$ cat src/rtl/switch_pkg.sv
// rtl/switch_pkg.sv - shared widths, read-engine FSM states and descriptor type
package switch_pkg;

    localparam int DATA_WIDTH = 64;
    localparam int ADDR_WIDTH = 17;
    localparam int LEN_WIDTH  = 8;
    localparam int PRI_WIDTH  = 3;
    localparam int BUF_DEPTH  = 4;

    typedef enum logic [1:0] {
        IDLE  = 2'd0,
        FETCH = 2'd1,
        DRAIN = 2'd2
    } rd_state_e;

    typedef struct packed {
        logic [ADDR_WIDTH-1:0] addr;
        logic [LEN_WIDTH-1:0]  len;
        logic [PRI_WIDTH-1:0]  pri;
    } desc_t;

endpackage

$ cat src/rtl/rd_data_fifo.sv
// rtl/rd_data_fifo.sv - synchronous read-data FIFO between SRAM return and output beats
// Purpose: holds SRAM words until the output side accepts them; no bypass path.
// Ports:
//   clk_i, rst_ni  clock, asynchronous active-low reset
//   push_i         write push_data_i this cycle
//   pop_i          drop head this cycle (ignored when empty)
//   head_o         oldest stored word
//   count_o        current occupancy, 0..DEPTH
//   empty_o/full_o occupancy flags
module rd_data_fifo #(
    parameter int DATA_WIDTH = 64,
    parameter int DEPTH      = 4
) (
    input  logic                     clk_i,
    input  logic                     rst_ni,
    input  logic                     push_i,
    input  logic [DATA_WIDTH-1:0]    push_data_i,
    input  logic                     pop_i,
    output logic [DATA_WIDTH-1:0]    head_o,
    output logic [$clog2(DEPTH):0]   count_o,
    output logic                     empty_o,
    output logic                     full_o
);

    localparam int PTR_W = $clog2(DEPTH);
    localparam logic [PTR_W:0] FULL_C = DEPTH[PTR_W:0];

    logic [DATA_WIDTH-1:0] mem_q [DEPTH];
    logic [PTR_W-1:0]      wr_ptr_q, wr_ptr_d;
    logic [PTR_W-1:0]      rd_ptr_q, rd_ptr_d;
    logic [PTR_W:0]        count_q, count_d;
    logic                  do_push, do_pop;

    assign empty_o = (count_q == '0);
    assign full_o  = (count_q == FULL_C);
    assign count_o = count_q;
    assign head_o  = mem_q[rd_ptr_q];

    // A push on a full FIFO is only taken when the head leaves in the same cycle.
    assign do_pop  = pop_i && !empty_o;
    assign do_push = push_i && (!full_o || do_pop);

    always_comb begin
        wr_ptr_d = wr_ptr_q;
        rd_ptr_d = rd_ptr_q;
        count_d  = count_q;
        if (do_push) begin
            wr_ptr_d = wr_ptr_q + 1'b1;
        end
        if (do_pop) begin
            rd_ptr_d = rd_ptr_q + 1'b1;
        end
        case ({do_push, do_pop})
            2'b10:   count_d = count_q + 1'b1;
            2'b01:   count_d = count_q - 1'b1;
            default: count_d = count_q;
        endcase
    end

    always_ff @(posedge clk_i or negedge rst_ni) begin
        if (!rst_ni) begin
            wr_ptr_q <= '0;
            rd_ptr_q <= '0;
            count_q  <= '0;
        end else begin
            wr_ptr_q <= wr_ptr_d;
            rd_ptr_q <= rd_ptr_d;
            count_q  <= count_d;
        end
    end

    // Storage needs no reset: it is only observed through count_q.
    always_ff @(posedge clk_i) begin
        if (do_push) begin
            mem_q[wr_ptr_q] <= push_data_i;
        end
    end

endmodule

$ cat src/rtl/pkt_read_engine.sv
// rtl/pkt_read_engine.sv - per-port packet read engine: descriptor in, SRAM fetch, output beats
// Purpose: accepts one descriptor, reads the packet word by word over the shared SRAM
// read port and streams it out with sop/eop framing under output backpressure.
// Ports:
//   clk, rst                          clock, asynchronous active-low reset
//   desc_vld/desc_rdy, desc_addr/len/pri  descriptor handshake from cache_manager
//   busy                              packet in progress
//   sram_req/sram_addr/sram_gnt/sram_dout  SRAM read port (data one cycle after grant)
//   rd_ready/rd_vld/rd_sop/rd_eop/rd_data/rd_pri  output beat interface
//   err_len                           one-cycle pulse when a zero-length descriptor is dropped
module pkt_read_engine #(
    parameter int DATA_WIDTH = switch_pkg::DATA_WIDTH,
    parameter int ADDR_WIDTH = switch_pkg::ADDR_WIDTH,
    parameter int LEN_WIDTH  = switch_pkg::LEN_WIDTH,
    parameter int PRI_WIDTH  = switch_pkg::PRI_WIDTH,
    parameter int BUF_DEPTH  = switch_pkg::BUF_DEPTH
) (
    input  logic                  clk,
    input  logic                  rst,
    input  logic                  desc_vld,
    input  logic [ADDR_WIDTH-1:0] desc_addr,
    input  logic [LEN_WIDTH-1:0]  desc_len,
    input  logic [PRI_WIDTH-1:0]  desc_pri,
    output logic                  desc_rdy,
    output logic                  busy,
    output logic                  sram_req,
    output logic [ADDR_WIDTH-1:0] sram_addr,
    input  logic                  sram_gnt,
    input  logic [DATA_WIDTH-1:0] sram_dout,
    input  logic                  rd_ready,
    output logic                  rd_vld,
    output logic                  rd_sop,
    output logic                  rd_eop,
    output logic [DATA_WIDTH-1:0] rd_data,
    output logic [PRI_WIDTH-1:0]  rd_pri,
    output logic                  err_len
);

    import switch_pkg::*;

    localparam int CNT_W = $clog2(BUF_DEPTH) + 1;
    localparam logic [CNT_W:0] DEPTH_C = BUF_DEPTH[CNT_W:0];

    rd_state_e             state_q, state_d;
    logic [ADDR_WIDTH-1:0] addr_q, addr_d;
    logic [LEN_WIDTH-1:0]  len_q, len_d;
    logic [PRI_WIDTH-1:0]  pri_q, pri_d;
    logic [LEN_WIDTH-1:0]  issue_cnt_q, issue_cnt_d;
    logic [LEN_WIDTH-1:0]  emit_cnt_q, emit_cnt_d;
    logic                  inflight_q, inflight_d;
    logic                  err_len_q, err_len_d;
    logic                  out_en_q;

    logic [CNT_W-1:0]      buf_count;
    logic [DATA_WIDTH-1:0] buf_head;
    logic                  buf_empty, buf_full, buf_pop;
    logic [CNT_W:0]        committed;
    logic                  req, gnt, accept;

    // Words already buffered plus the one still on its way back from SRAM;
    // requesting only below BUF_DEPTH means the FIFO can never overflow.
    assign committed = {1'b0, buf_count} + {{CNT_W{1'b0}}, inflight_q};
    assign req       = (state_q == FETCH) && (issue_cnt_q != '0) && !buf_full
                       && (committed < DEPTH_C);
    assign gnt       = req && sram_gnt;
    assign accept    = desc_vld && desc_rdy;
    assign buf_pop   = rd_vld && rd_ready;

    rd_data_fifo #(
        .DATA_WIDTH (DATA_WIDTH),
        .DEPTH      (BUF_DEPTH)
    ) u_fifo (
        .clk_i       (clk),
        .rst_ni      (rst),
        .push_i      (inflight_q),
        .push_data_i (sram_dout),
        .pop_i       (buf_pop),
        .head_o      (buf_head),
        .count_o     (buf_count),
        .empty_o     (buf_empty),
        .full_o      (buf_full)
    );

    always_comb begin
        state_d     = state_q;
        addr_d      = addr_q;
        len_d       = len_q;
        pri_d       = pri_q;
        issue_cnt_d = issue_cnt_q;
        emit_cnt_d  = emit_cnt_q;
        inflight_d  = gnt;
        err_len_d   = 1'b0;

        if (buf_pop) begin
            emit_cnt_d = emit_cnt_q - 1'b1;
        end

        case (state_q)
            IDLE: begin
                if (accept) begin
                    if (desc_len == '0) begin
                        err_len_d = 1'b1;
                    end else begin
                        addr_d      = desc_addr;
                        len_d       = desc_len;
                        pri_d       = desc_pri;
                        issue_cnt_d = desc_len;
                        emit_cnt_d  = desc_len;
                        state_d     = FETCH;
                    end
                end
            end
            FETCH: begin
                if (gnt) begin
                    addr_d      = addr_q + 1'b1;
                    issue_cnt_d = issue_cnt_q - 1'b1;
                    if (issue_cnt_q == LEN_WIDTH'(1)) begin
                        state_d = DRAIN;
                    end
                end
            end
            DRAIN: begin
                // Leave on the eop transfer itself so desc_rdy rises the next cycle.
                if ((emit_cnt_q == '0) || (buf_pop && (emit_cnt_q == LEN_WIDTH'(1)))) begin
                    state_d = IDLE;
                end
            end
            default: state_d = IDLE;
        endcase
    end

    always_ff @(posedge clk or negedge rst) begin
        if (!rst) begin
            state_q     <= IDLE;
            addr_q      <= '0;
            len_q       <= '0;
            pri_q       <= '0;
            issue_cnt_q <= '0;
            emit_cnt_q  <= '0;
            inflight_q  <= 1'b0;
            err_len_q   <= 1'b0;
            out_en_q    <= 1'b0;
        end else begin
            state_q     <= state_d;
            addr_q      <= addr_d;
            len_q       <= len_d;
            pri_q       <= pri_d;
            issue_cnt_q <= issue_cnt_d;
            emit_cnt_q  <= emit_cnt_d;
            inflight_q  <= inflight_d;
            err_len_q   <= err_len_d;
            out_en_q    <= 1'b1;
        end
    end

    // out_en_q keeps desc_rdy low while reset is held even though state_q is IDLE.
    assign desc_rdy  = out_en_q && (state_q == IDLE);
    assign busy      = (state_q != IDLE);
    assign sram_req  = req;
    assign sram_addr = addr_q;
    assign rd_vld    = !buf_empty;
    assign rd_data   = buf_empty ? '0 : buf_head;
    assign rd_sop    = rd_vld && (emit_cnt_q == len_q);
    assign rd_eop    = rd_vld && (emit_cnt_q == LEN_WIDTH'(1));
    assign rd_pri    = pri_q;
    assign err_len   = err_len_q;

endmodule

$ cat config.mk
export PLATFORM = sky130hd
export DESIGN_NAME = pkt_read_engine
export DESIGN_NICKNAME = d
export VERILOG_FILES = /design/src/rtl/switch_pkg.sv /design/src/rtl/rd_data_fifo.sv /design/src/rtl/pkt_read_engine.sv
export SDC_FILE = /design/constraint.sdc
export NUM_CORES = 1
export LEC_CHECK = 0
export CAP_MARGIN = 20
export CORE_ASPECT_RATIO = 0.6
export CORE_MARGIN = 2
export CORE_UTILIZATION = 30
export DETAILED_ROUTE_END_ITERATION = 6
export GPL_ROUTABILITY_DRIVEN = 0
export PLACE_DENSITY = 0.5
export REMOVE_ABC_BUFFERS = 1
export SETUP_SLACK_MARGIN = 0.02
export SLEW_MARGIN = 20
export SYNTH_ARGS = -nofsm -noshare
export SYNTH_HDL_FRONTEND = slang
export SYNTH_SLANG_ARGS = --single-unit
$ cat constraint.sdc
create_clock -name clk -period 2.71 [get_ports clk]
set_clock_uncertainty 0.15 [all_clocks]
set_input_delay 0.542 -clock clk [delete_from_list [all_inputs] [get_ports clk]]
set_output_delay 0.542 -clock clk [all_outputs]
set_load 0.1 [all_outputs]
* Yosys cells after proc, flatten, opt, wreduce, memory -nomap -nowiden *
Memory sizes are Yosys's and may differ from the RTL's.
Index checks and enable logic that the tools add are counted.

storage, ports and cells
  bits in registers = 56
  bits in latches = 0
  RAM bits = 256
  ROM bits = 0
  input bits = 97
  output and inout bits = 91
  logic and storage cells = 88
  memories kept = 1

memories
  memory        depth  bits a word  read ports  clocked after Yosys merged registers in  wr ports  line                text
  u_fifo.mem_q  4      64           1           0                                        1         rd_data_fifo.sv:28  logic [DATA_WIDTH-1:0] mem_q [DEPTH];

operators by class
  $add $sub $neg = 8
  multipliers = 0
  divide/modulo/power cells = 0
  order comparisons = 1
  equal/unequal tests = 13
  shifts and indexed selects = 0
  mux-type cells = 25
  bitwise gates (word level) = 1
  reduce and logical (&&, ||, !) cells = 27

operator list
  operator                 number
  $mux W64                 1
  $mux W8                  7
  $mux W17                 3
  $pmux W17 S2             1
  $add A17 B1 Y17 const B  1
  $eq A8 B1 Y1 const B     2
  $logic_not A8 Y1         2
  $pmux W8 S2              1
  $sub A8 B1 Y8 const B    2
  $logic_and A1 B1 Y1      12
  $mux W2                  5
  $eq A8 B8 Y1             1
  $ne A2 B2 Y1 const B     4
  $reduce_bool A8 Y1       1
  $pmux W2 S3              1
  $pmux W3 S2              1
  $reduce_bool A2 Y1       3
  $mux W1                  5
  $reduce_and A5 Y1        1
  $add A2 B1 Y2 const B    2
  $add A3 B1 Y4            1
  $eq A2 B1 Y1 const B     2
  $eq A2 B2 Y1 const B     2
  $lt A4 B3 Y1 const B     1
  11 further kinds         13

* Logic depth before layout (Yosys ltp) *
Gate-level depths: netlist of the first run.

  depth in word-level cells = 8
  gate-level depth with buffers = 8
  depth with buffers taken out = 7

* By module *
From an unflattened synthesis of the first run, not the netlist that was laid out.

second synthesis, totals
  cell total of the unflattened synthesis = 769
  area total of the unflattened synthesis = 12973.7 um2

modules (own cells, without submodules)
  module           instances  cells each  area each (um2)  sequential area each (um2)
  rd_data_fifo     1          388         9731.8           7862.5
  pkt_read_engine  1          381         3241.9           1226.2

* Worst setup path after synthesis of the first run *
No wires, ideal clock.

  path kind = register to output
  start point = register emit_cnt_q[4]
  end point = output rd_eop
  data arrival time = 3.836 ns
  data required time = 2.018 ns
  path slack = -1.818 ns
  stages on the path, launching flop included = 3
  buffers on the path = 0
  cells stage by stage = dfrtp_1 or4_4 nor4_1

between the ends
  longest elaborated chain between the ends = 2

RTL lines
  element                 line                    text
  from (decl)             pkt_read_engine.sv:49   logic [LEN_WIDTH-1:0] emit_cnt_q, emit_cnt_d;
  from (signal assigned)  pkt_read_engine.sv:149  emit_cnt_q <= emit_cnt_d;
  $eq A8 B1 Y1            pkt_read_engine.sv:164  assign rd_eop = rd_vld && (emit_cnt_q == LEN_WIDTH'(1));
  $logic_and A1 B1 Y1     pkt_read_engine.sv:164
  to (decl)               pkt_read_engine.sv:33   output logic rd_eop,

Every way passes these cells.

* Final worst setup path of the first run *
  start point = register u_fifo.rd_ptr_q[0]
  end point = output rd_data[40]

between the ends
  longest elaborated chain between the ends = 2

RTL lines
  element                 line                    text
  from (decl)             rd_data_fifo.sv:30      logic [PTR_W-1:0] rd_ptr_q, rd_ptr_d;
  from (signal assigned)  rd_data_fifo.sv:67      rd_ptr_q <= rd_ptr_d;
  $mem_v2 Z4 W64          n/a
  $mux W64                pkt_read_engine.sv:162  assign rd_data = buf_empty ? '0 : buf_head;
  to (decl)               pkt_read_engine.sv:34   output logic [DATA_WIDTH-1:0] rd_data,

Every way passes these cells.

==> results of run 1 <==
-- layer usage --
layer / track usage / vias to the layer above / part of all wire
li1: - / 3478 / -
met1: 0.221 / 3828 / 0.48
met2: 0.212 / 184 / 0.44
met3: 0.0365 / 39 / 0.060
met4: 0.0300 / 0 / 0.016
met5: 0 / - / 0
-- metrics by stage --
stage	instance area (sq um)	setup TNS, ns
after floorplan	12700	-178.67
final	18300	-7.07
after CTS	18200	-11.76
after global routing	18300	-12.44
after detailed placement	16500	0
after global placement	16500	0
-- flip-flops by register name (all words and copies together), names as in the netlist --
| name | cells |
|---|---|
| sram_addr | 17 |
| emit_cnt_q | 8 |
| u_fifo.wr_ptr_q | 2 |
| u_fifo.rd_ptr_q | 2 |
| state_q | 2 |
| inflight_q | 1 |
| out_en_q | 1 |
| u_fifo.mem_q | 256 |
| rd_pri | 3 |
| issue_cnt_q | 8 |
| u_fifo.count_o | 3 |
| err_len | 1 |
| len_q | 8 |
-- cell type report --
type,count,area share
Sequential cell,312,0.499
Multi-Input combinational cell,398,0.207
Timing Repair Buffer,263,0.196
Clock buffer,40,0.0449
Tap cell,570,0.0391
Clock inverter,18,0.0110
Inverter,14,0.00288
Antenna cell,3,0.000411
-- worst reg2reg max path: cells and delay by family, from the launching register on --
family	cells	cell delay, ns
adders and majority gates	1	0.19
AOI/OAI and AO/OA	3	0.96
DFF	1	0.39
and+or+nand+nor	2	0.27
buffers and inverters	3	0.32
-- how the worst max path moves through the flow --
stage	from	to	slack, ns
3_3_place_gp	desc_len[2]	issue_cnt_q[4]$_DFFE_PN0P_	0.06
5_1_grt	u_fifo.rd_ptr_q[0]$_DFFE_PN0N_	rd_data[40]	-0.25
2_1_floorplan	u_fifo.count_o[2]$_DFFE_PN0P_	rd_eop	-2.75
3_5_place_dp	desc_len[2]	issue_cnt_q[1]$_DFFE_PN0P_	0.06
4_1_cts	u_fifo.rd_ptr_q[0]$_DFFE_PN0N_	rd_data[59]	-0.27
6_report	u_fifo.rd_ptr_q[0]$_DFFE_PN0N_	rd_data[40]	-0.16
-- cell families after synthesis --
kind of cell | share of synthesized area
AND/OR/NAND/NOR | 0.0900
other | 0.000292
multiplexers | 0.115
AO/OA/AOI/OAI | 0.0453
flip-flops | 0.707
XOR/XNOR | 0.0136
buffers and inverters | 0.0176
adder cells (fa/ha/maj) | 0.0113
-- synthesized netlist by cell type (all sizes together), types with 2 or more instances --
cell type / number / area, sq um
nor3: 4 / 20.0
dfrtp: 56 / 1400
nand3: 11 / 55.1
nor4: 13 / 118
o22a: 2 / 17.5
mux2i: 3 / 30.0
or4: 2 / 18.8
a22o: 4 / 35.0
edfxtp: 256 / 7690
o22ai: 6 / 37.5
xor2: 11 / 96.3
a21oi: 34 / 170
ha: 10 / 125
clkbuf: 17 / 63.8
nand4: 5 / 31.3
and3: 3 / 18.8
a31oi: 3 / 18.8
and2: 69 / 432
or3: 5 / 36.3
o211ai: 2 / 15.0
xnor2: 9 / 78.8
nor2: 10 / 37.5
inv: 14 / 52.6
o21ai: 27 / 143
buf: 20 / 110
and4: 3 / 26.3
mux4: 64 / 1440
or2: 4 / 25.0
nand2: 66 / 248
nand2b: 5 / 31.3
-- repair_timing --
action,4_1_cts,5_1_grt
endpoints found under the setup margin,68,67
buffers inserted,19,3
cloned,6,1
gates resized for setup,91,12
pin swaps,49,5
hold buffers,1,0
endpoints found under the hold margin,56,0
==> reports/metrics.cfg, run 1 <==
[run_status]
outcome = finished with violations
violations = negative setup slack

[clocking]
insertion_delay_ns = 0.57
ctsRootBufferMaster = clkbuf_16
htreeDepth = 1
path_clk_slew_ns = 0.07
ctsLongestPathBuffers = 3
cts_made_buffers = 31
cts_sinks = 312
cts_tree = built

[route]
final_antenna_net_count = 0
remaining_drc_errors = 0
drt_iter0_drc = 551
avgRoutedWirePerCell_microns = 20.2
viasPerCell = 4.65
routed_wl_mm = 32.7
first_pass_iters = 5
vias = 7529

[finish]
layout_common_cells = 256 x edfxtp_1, 96 x buf_12, 95 x clkdlybuf4s50_1
nNetsFinal = 1128
final_common_cell = edfxtp_1
multi_input_area_sq_mm = 0.00378
drive_above_1_share = 0.361
fillCellCount = 3721
seq_area_sq_mm = 0.00910
area_delta_synth_final_pct = 41.9
stdcell_count = 1618
postLayoutCoreUtil = 0.434

[die]
initial_core_util = 0.306
die_w_microns = 271
die_y_microns = 164
row_count = 58
die-area_sq_mm = 0.0446
core_sq_mm = 0.0421
io_pins = 188

[synthesis]
ys_types = 62
ys_warn_count = 0
synth-main-ff-cell = edfxtp_1
syn-instance-count = 761
synth_edf_count = 256
ys_ff_latch = 312
synth_sequential_area_ratio = 0.707
avgSynthCellArea_sq_um = 16.9
async_flop_share = 0.179
synthesis.area_sq_mm = 0.0129

[hold_path]
holdPathStages = 2
hp-start = rd_pri[0]$_DFFE_PN0P_
worstHoldPathType = flip-flop to flip-flop
whs_endpoint = rd_pri[0]$_DFFE_PN0P_

[setup_path]
r2r_slack_ns = 0.34
cpMaxStageDelayCell = mux4_2
endpoint_kind = output port
cp_top_family = multiplexers
r2r_start = issue_cnt_q[0]$_DFFE_PN0P_
slowest_delay_ns = 0.53
worst-setup-path-type = flip-flop to output port
crit_buf_inv = 3
path_depth = 5
r2r.worst_path.cells = 9
worstPathArrival_ns = 2.18
worst_setup_path_start_kind = flip-flop
crit_chain = buf_12 -> buf_12 -> mux4_2 -> and2_4 -> buf_12
critPathMaxFanout = 8
cp_common_cell = buf_12
critPathRequiredTime_ns = 2.02
r2r-end = issue_cnt_q[7]$_DFFE_PN0P_

[global_route]
grt_max_degree = 57
antenna_found_initial = 3
grt_pass1_wl_mm = 49.2
grt_pass1_vias = 7689
grt_usage = 0.146
gr-total-overflow = 0

[placement]
pre_cts_ws_ns = 0.0557
placed_cells = 1529
io_buffers = 187
hpwl_mm = 20.6

[sta]
finalMaxSlewViolations = 0
slew_headroom = 0.532
layout_setup_ws_ns = -0.162
tightestPinTransition_ns = 0.702
hold_slack_ns = 0.330
grt_setup_unrepaired = true
max_freq_ghz = 0.348
final-hold-violation-count = 0
fin_crit_sh = 1.06
setup_viol = 66
finalCriticalPeriod_ns = 2.87

[job]
maxCapViolations = 0

Power of run 1 is not shown: default switching activity piles up to over one toggle a cycle in this logic, so the estimate is an artifact.
==> run 2: changes to the inputs <==
--- a/config.mk
+++ b/config.mk
@@ -8,12 +8,11 @@
 export CAP_MARGIN = 20
 export CORE_ASPECT_RATIO = 0.6
 export CORE_MARGIN = 2
-export CORE_UTILIZATION = 30
+export CORE_UTILIZATION = 49
 export DETAILED_ROUTE_END_ITERATION = 6
 export GPL_ROUTABILITY_DRIVEN = 0
-export PLACE_DENSITY = 0.5
+export PLACE_DENSITY = 0.75
 export REMOVE_ABC_BUFFERS = 1
-export SETUP_SLACK_MARGIN = 0.02
 export SLEW_MARGIN = 20
 export SYNTH_ARGS = -nofsm -noshare
 export SYNTH_HDL_FRONTEND = slang
==> reports/metrics.cfg, run 2 (synthesized netlist as in run 1, its figures left out) <==
[job]
maxCapViolations = 0  ; unchanged

[setup_path]
worst-setup-path-type = flip-flop to output port
slowest_delay_ns = 0.49  ; -0.04 ns
cpMaxStageDelayCell = mux4_2
crit_buf_inv = 3  ; unchanged
crit_chain = buf_6 -> clkbuf_16 -> mux4_2 -> and2_1 -> buf_12
worst_setup_path_start_kind = flip-flop
worstPathArrival_ns = 2.19  ; about the same
critPathMaxFanout = 5  ; -3
critPathRequiredTime_ns = 2.02  ; about the same
cp_top_family = buffers and inverters
endpoint_kind = output port

[hold_path]
worstHoldPathType = flip-flop to flip-flop

[die]
die-area_sq_mm = 0.0276  ; -38%
die_y_microns = 130  ; -21%
initial_core_util = 0.503  ; +0.198
core_sq_mm = 0.0256  ; -39%
io_pins = 188  ; unchanged
die_w_microns = 213  ; -21%
row_count = 45  ; -22%

[finish]
multi_input_area_sq_mm = 0.00369  ; -2.3%
largest-register = u_fifo.mem_q
nNetsFinal = 1108  ; -1.8%
final_common_cell = edfxtp_1
stdcell_count = 1374  ; -15%
layout_common_cells = 256 x edfxtp_1, 95 x clkdlybuf4s50_1, 86 x buf_12
area_delta_synth_final_pct = 36.0
largest_reg_flops = 256  ; unchanged
seq_area_sq_mm = 0.00909  ; about the same
drive_above_1_share = 0.317  ; -0.0434
postLayoutCoreUtil = 0.684  ; +0.251
fillCellCount = 1685  ; -55%

[clocking]
path_clk_slew_ns = 0.06  ; about the same
insertion_delay_ns = 0.54  ; -0.03 ns
ctsLongestPathBuffers = 3  ; unchanged
htreeDepth = 1  ; unchanged
ctsRootBufferMaster = clkbuf_16
cts_made_buffers = 29  ; -6.5%
cts_tree = built
cts_sinks = 312  ; unchanged

[run_status]
violations = negative setup slack
outcome = finished with violations

[sta]
final-hold-violation-count = 0  ; unchanged
grt_setup_unrepaired = true
finalMaxSlewViolations = 0  ; unchanged
max_freq_ghz = 0.347  ; -0.31%
tightestPinTransition_ns = 0.710  ; +0.00799 ns
hold_slack_ns = 0.337  ; +0.00783 ns
layout_setup_ws_ns = -0.171  ; -0.00881 ns
setup_viol = 64  ; -3.0%
slew_headroom = 0.527  ; -0.00532
finalCriticalPeriod_ns = 2.88  ; +0.00881 ns
fin_crit_sh = 1.06  ; +0.00325
fin_setup_tns_ns = -8.06  ; -0.986 ns

[route]
routed_wl_mm = 30.1  ; -7.9%
drt_iter0_drc = 784  ; +42%
avgRoutedWirePerCell_microns = 21.9  ; +8.5%
vias = 7674  ; +1.9%
viasPerCell = 5.59  ; +20%
first_pass_iters = 5  ; unchanged
remaining_drc_errors = 0  ; unchanged
final_antenna_net_count = 0  ; unchanged

[placement]
hpwl_mm = 19.6  ; -4.9%
io_buffers = 187  ; unchanged
placed_cells = 1306  ; -15%

[global_route]
grt_pass1_wl_mm = 45.5  ; -7.6%
grt_usage = 0.221  ; +0.0746
gr-total-overflow = 0  ; unchanged
antenna_found_initial = 3  ; unchanged
grt_max_degree = 42  ; -26%
grt_pass1_vias = 7608  ; -1.1%

-- run 2: changes by cell type in the layout (fill, tap and decap cells not counted), sizes merged --
cell	delta
clkinvlp	+1
clkbuf	-6
diode	-2
buf	-19
-- run 2: cell type report --
| class | count | share of cell area |
|---|---|---|
| Clock buffer | 33 | 0.0423 |
| Inverter | 14 | 0.00300 |
| Multi-Input combinational cell | 398 | 0.211 |
| Timing Repair Buffer | 245 | 0.187 |
| Antenna cell | 1 | 0.000143 |
| Tap cell | 352 | 0.0252 |
| Clock inverter | 19 | 0.0111 |
| Sequential cell | 312 | 0.520 |
-- run 2: routing by layer --
| metal | global-route usage | share of wire | wire length (microns) | vias up |
|---|---|---|---|---|
| li1 | - | - | - | 3421 |
| met1 | 0.336 | 0.45 | 13600 | 3912 |
| met2 | 0.331 | 0.46 | 13900 | 292 |
| met3 | 0.0497 | 0.073 | 2210 | 45 |
| met4 | 0.0445 | 0.015 | 466 | 4 |
| met5 | 0 | 0.00090 | 27 | - |
-- run 2: worst reg2reg max path, stage by stage, from the launching register on --
cell	delay, ns
dfrtp_1	0.37
inv_1	0.07
ha_1	0.21
nor3b_1	0.14
nand2_1	0.11
buf_4	0.14
a41oi_2	0.20
buf_12	0.21
nor4_1	0.38
nor3_1	0.09
-- run 2: metrics by stage --
stage	setup WS [ns]	cell area, sq um
final	-0.171	17500
after global routing	-0.225	17500
after global placement	0.143	16200
after floorplan	-2.75	12700
after detailed placement	0.0307	16200
after CTS	-0.212	17400
-- run 2: final timing paths --
kind | from | end | slack (ns) | cells after the start
setup / recovery | u_fifo.rd_ptr_q[0]$_DFFE_PN0N_ | rd_data[54] | -0.17 | 5
hold / removal | rd_pri[2]$_DFFE_PN0P_ | rd_pri[2]$_DFFE_PN0P_ | 0.34 | 2
setup reg to reg | issue_cnt_q[0]$_DFFE_PN0P_ | sram_addr[15]$_DFFE_PN0P_ | 0.53 | 9
hold reg to reg | rd_pri[2]$_DFFE_PN0P_ | rd_pri[2]$_DFFE_PN0P_ | 0.34 | 2
max in group asynchronous | rst | u_fifo.count_o[2]$_DFFE_PN0P_ | 1.36 | 3
min in group asynchronous | rst | state_q[1]$_DFFE_PN0P_ | 0.43 | 2
-- run 2: repair_timing --
action                                 CTS  global route
cloned                                   2             2
hold buffers                             1             0
gates resized for setup                 53            18
endpoints found under the hold margin   28             0
pin swaps                                2             2
setup endpoints to repair               67            66
buffers inserted                         7             3
Power of run 2 is left out for the same reason.
==> run 3: changes to the inputs <==
--- a/config.mk
+++ b/config.mk
@@ -17,3 +17,4 @@
 export SYNTH_ARGS = -nofsm -noshare
 export SYNTH_HDL_FRONTEND = slang
 export SYNTH_SLANG_ARGS = --single-unit
+export TNS_END_PERCENT = 30
==> reports/metrics.cfg, run 3 (synthesized netlist as in run 1, its figures left out) <==
[global_route]
grt_pass1_vias = 7605  ; -0.039%
grt_pass1_wl_mm = 45.5  ; about the same
antenna_found_initial = 3  ; unchanged
grt_max_degree = 42  ; unchanged
grt_usage = 0.221  ; about the same
gr-total-overflow = 0  ; unchanged

[route]
remaining_drc_errors = 0  ; unchanged
final_antenna_net_count = 0  ; unchanged
drt_iter0_drc = 718  ; -8.4%
routed_wl_mm = 29.9  ; -0.60%
vias = 7641  ; -0.43%
first_pass_iters = 5  ; unchanged
viasPerCell = 5.57  ; -0.21%
avgRoutedWirePerCell_microns = 21.8  ; -0.39%

[setup_path]
critPathMaxFanout = 5  ; unchanged
worst-setup-path-type = flip-flop to output port
endpoint_kind = output port
critPathRequiredTime_ns = 2.02  ; about the same
slowest_delay_ns = 0.48  ; about the same
worst_setup_path_start_kind = flip-flop
cpMaxStageDelayCell = mux4_2
worstPathArrival_ns = 2.18  ; about the same
crit_chain = buf_6 -> clkbuf_16 -> mux4_2 -> and2_1 -> buf_12

[finish]
nNetsFinal = 1105  ; -0.27%
layout_common_cells = 256 x edfxtp_1, 95 x clkdlybuf4s50_1, 86 x buf_12
largest_reg_flops = 256  ; unchanged
drive_above_1_share = 0.315  ; -0.00201
largest-register = u_fifo.mem_q
final_common_cell = edfxtp_1
area_delta_synth_final_pct = 35.8

[die]
row_count = 45  ; unchanged
initial_core_util = 0.503  ; unchanged
io_pins = 188  ; unchanged
die_y_microns = 130  ; unchanged
die-area_sq_mm = 0.0276  ; unchanged
core_sq_mm = 0.0256  ; unchanged
die_w_microns = 213  ; unchanged

[clocking]
cts_made_buffers = 29  ; unchanged
insertion_delay_ns = 0.54  ; about the same
cts_tree = built
htreeDepth = 1  ; unchanged
ctsLongestPathBuffers = 3  ; unchanged
path_clk_slew_ns = 0.06  ; about the same
ctsRootBufferMaster = clkbuf_16
cts_sinks = 312  ; unchanged

[placement]
hpwl_mm = 19.6  ; unchanged
pre_cts_ws_ns = 0.0307  ; unchanged
io_buffers = 187  ; unchanged

[job]
maxCapViolations = 0  ; unchanged

[run_status]
outcome = finished with violations
violations = negative setup slack

[sta]
fin_crit_sh = 1.06  ; -0.00197
grt_setup_unrepaired = true
setup_viol = 64  ; unchanged
layout_setup_ws_ns = -0.165  ; +0.00533 ns
max_freq_ghz = 0.348  ; +0.19%
tightestPinTransition_ns = 0.706  ; -0.00386 ns
slew_headroom = 0.529  ; +0.00257
finalMaxSlewViolations = 0  ; unchanged
final-hold-violation-count = 0  ; unchanged
finalCriticalPeriod_ns = 2.88  ; -0.00533 ns

[hold_path]
worstHoldPathType = flip-flop to flip-flop

run 3: final timing paths:
path                                                start                            end  slack (ns)  cells after the start
max                        u_fifo.rd_ptr_q[0]$_DFFE_PN0N_                    rd_data[54]       -0.17                      5
min                                 rd_pri[2]$_DFFE_PN0P_          rd_pri[2]$_DFFE_PN0P_        0.34                      2
max reg2reg                      sram_addr[0]$_DFFE_PN0P_      sram_addr[16]$_DFFE_PN0P_        0.57                      6
min reg2reg                         rd_pri[2]$_DFFE_PN0P_          rd_pri[2]$_DFFE_PN0P_        0.34                      2
max in group asynchronous                             rst  u_fifo.count_o[2]$_DFFE_PN0P_        1.36                      3
min in group asynchronous                             rst         state_q[1]$_DFFE_PN0P_        0.43                      2
run 3: area by class of cell:
class	count	area (sq um)
Antenna cell	1	2.50
Clock buffer	33	741
Clock inverter	19	194
Fill cell	1689	8090
Inverter	14	52.6
Multi-Input combinational cell	398	3700
Sequential cell	312	9090
Tap cell	352	440
Timing Repair Buffer	242	3250
run 3: repair_timing:
| item | in CTS | in global routing |
|---|---|---|
| hold buffers | 1 | 0 |
| resized for setup | 51 | 18 |
| setup buffers | 7 | 0 |
| cloned | 2 | 2 |
| setup endpoints to repair | 67 | 66 |
| pin swaps | 2 | 3 |
| hold endpoints to repair | 28 | 0 |
run 3: worst max-delay path, delay by kind of cell, from the launching register on:
family | cells | cell delay, ns
mux | 1 | 0.48
simple gates | 1 | 0.20
flops | 1 | 0.45
buf+inv | 3 | 0.50
run 3: routing by layer:
| metal | global-route usage | part of all wire |
|---|---|---|
| met1 | 0.336 | 0.45 |
| met5 | 0 | 0.00090 |
| met2 | 0.332 | 0.46 |
| met3 | 0.0497 | 0.069 |
| met4 | 0.0445 | 0.015 |
run 3: stage by stage:
step                setup TNS, ns  utilization  std cells  hold slack, ns  cell area, sq um
global route               -12.45        0.683       1370           0.354             17500
floorplan                 -178.67            -        724          0.0964             12700
finish                      -8.05        0.683       1371           0.338             17500
CTS                         -9.97        0.679       1368           0.335             17400
global placement                0        0.633       1306           0.312             16200
detailed placement              0        0.633       1306           0.320             16200
Power of run 3 is left out for the same reason.
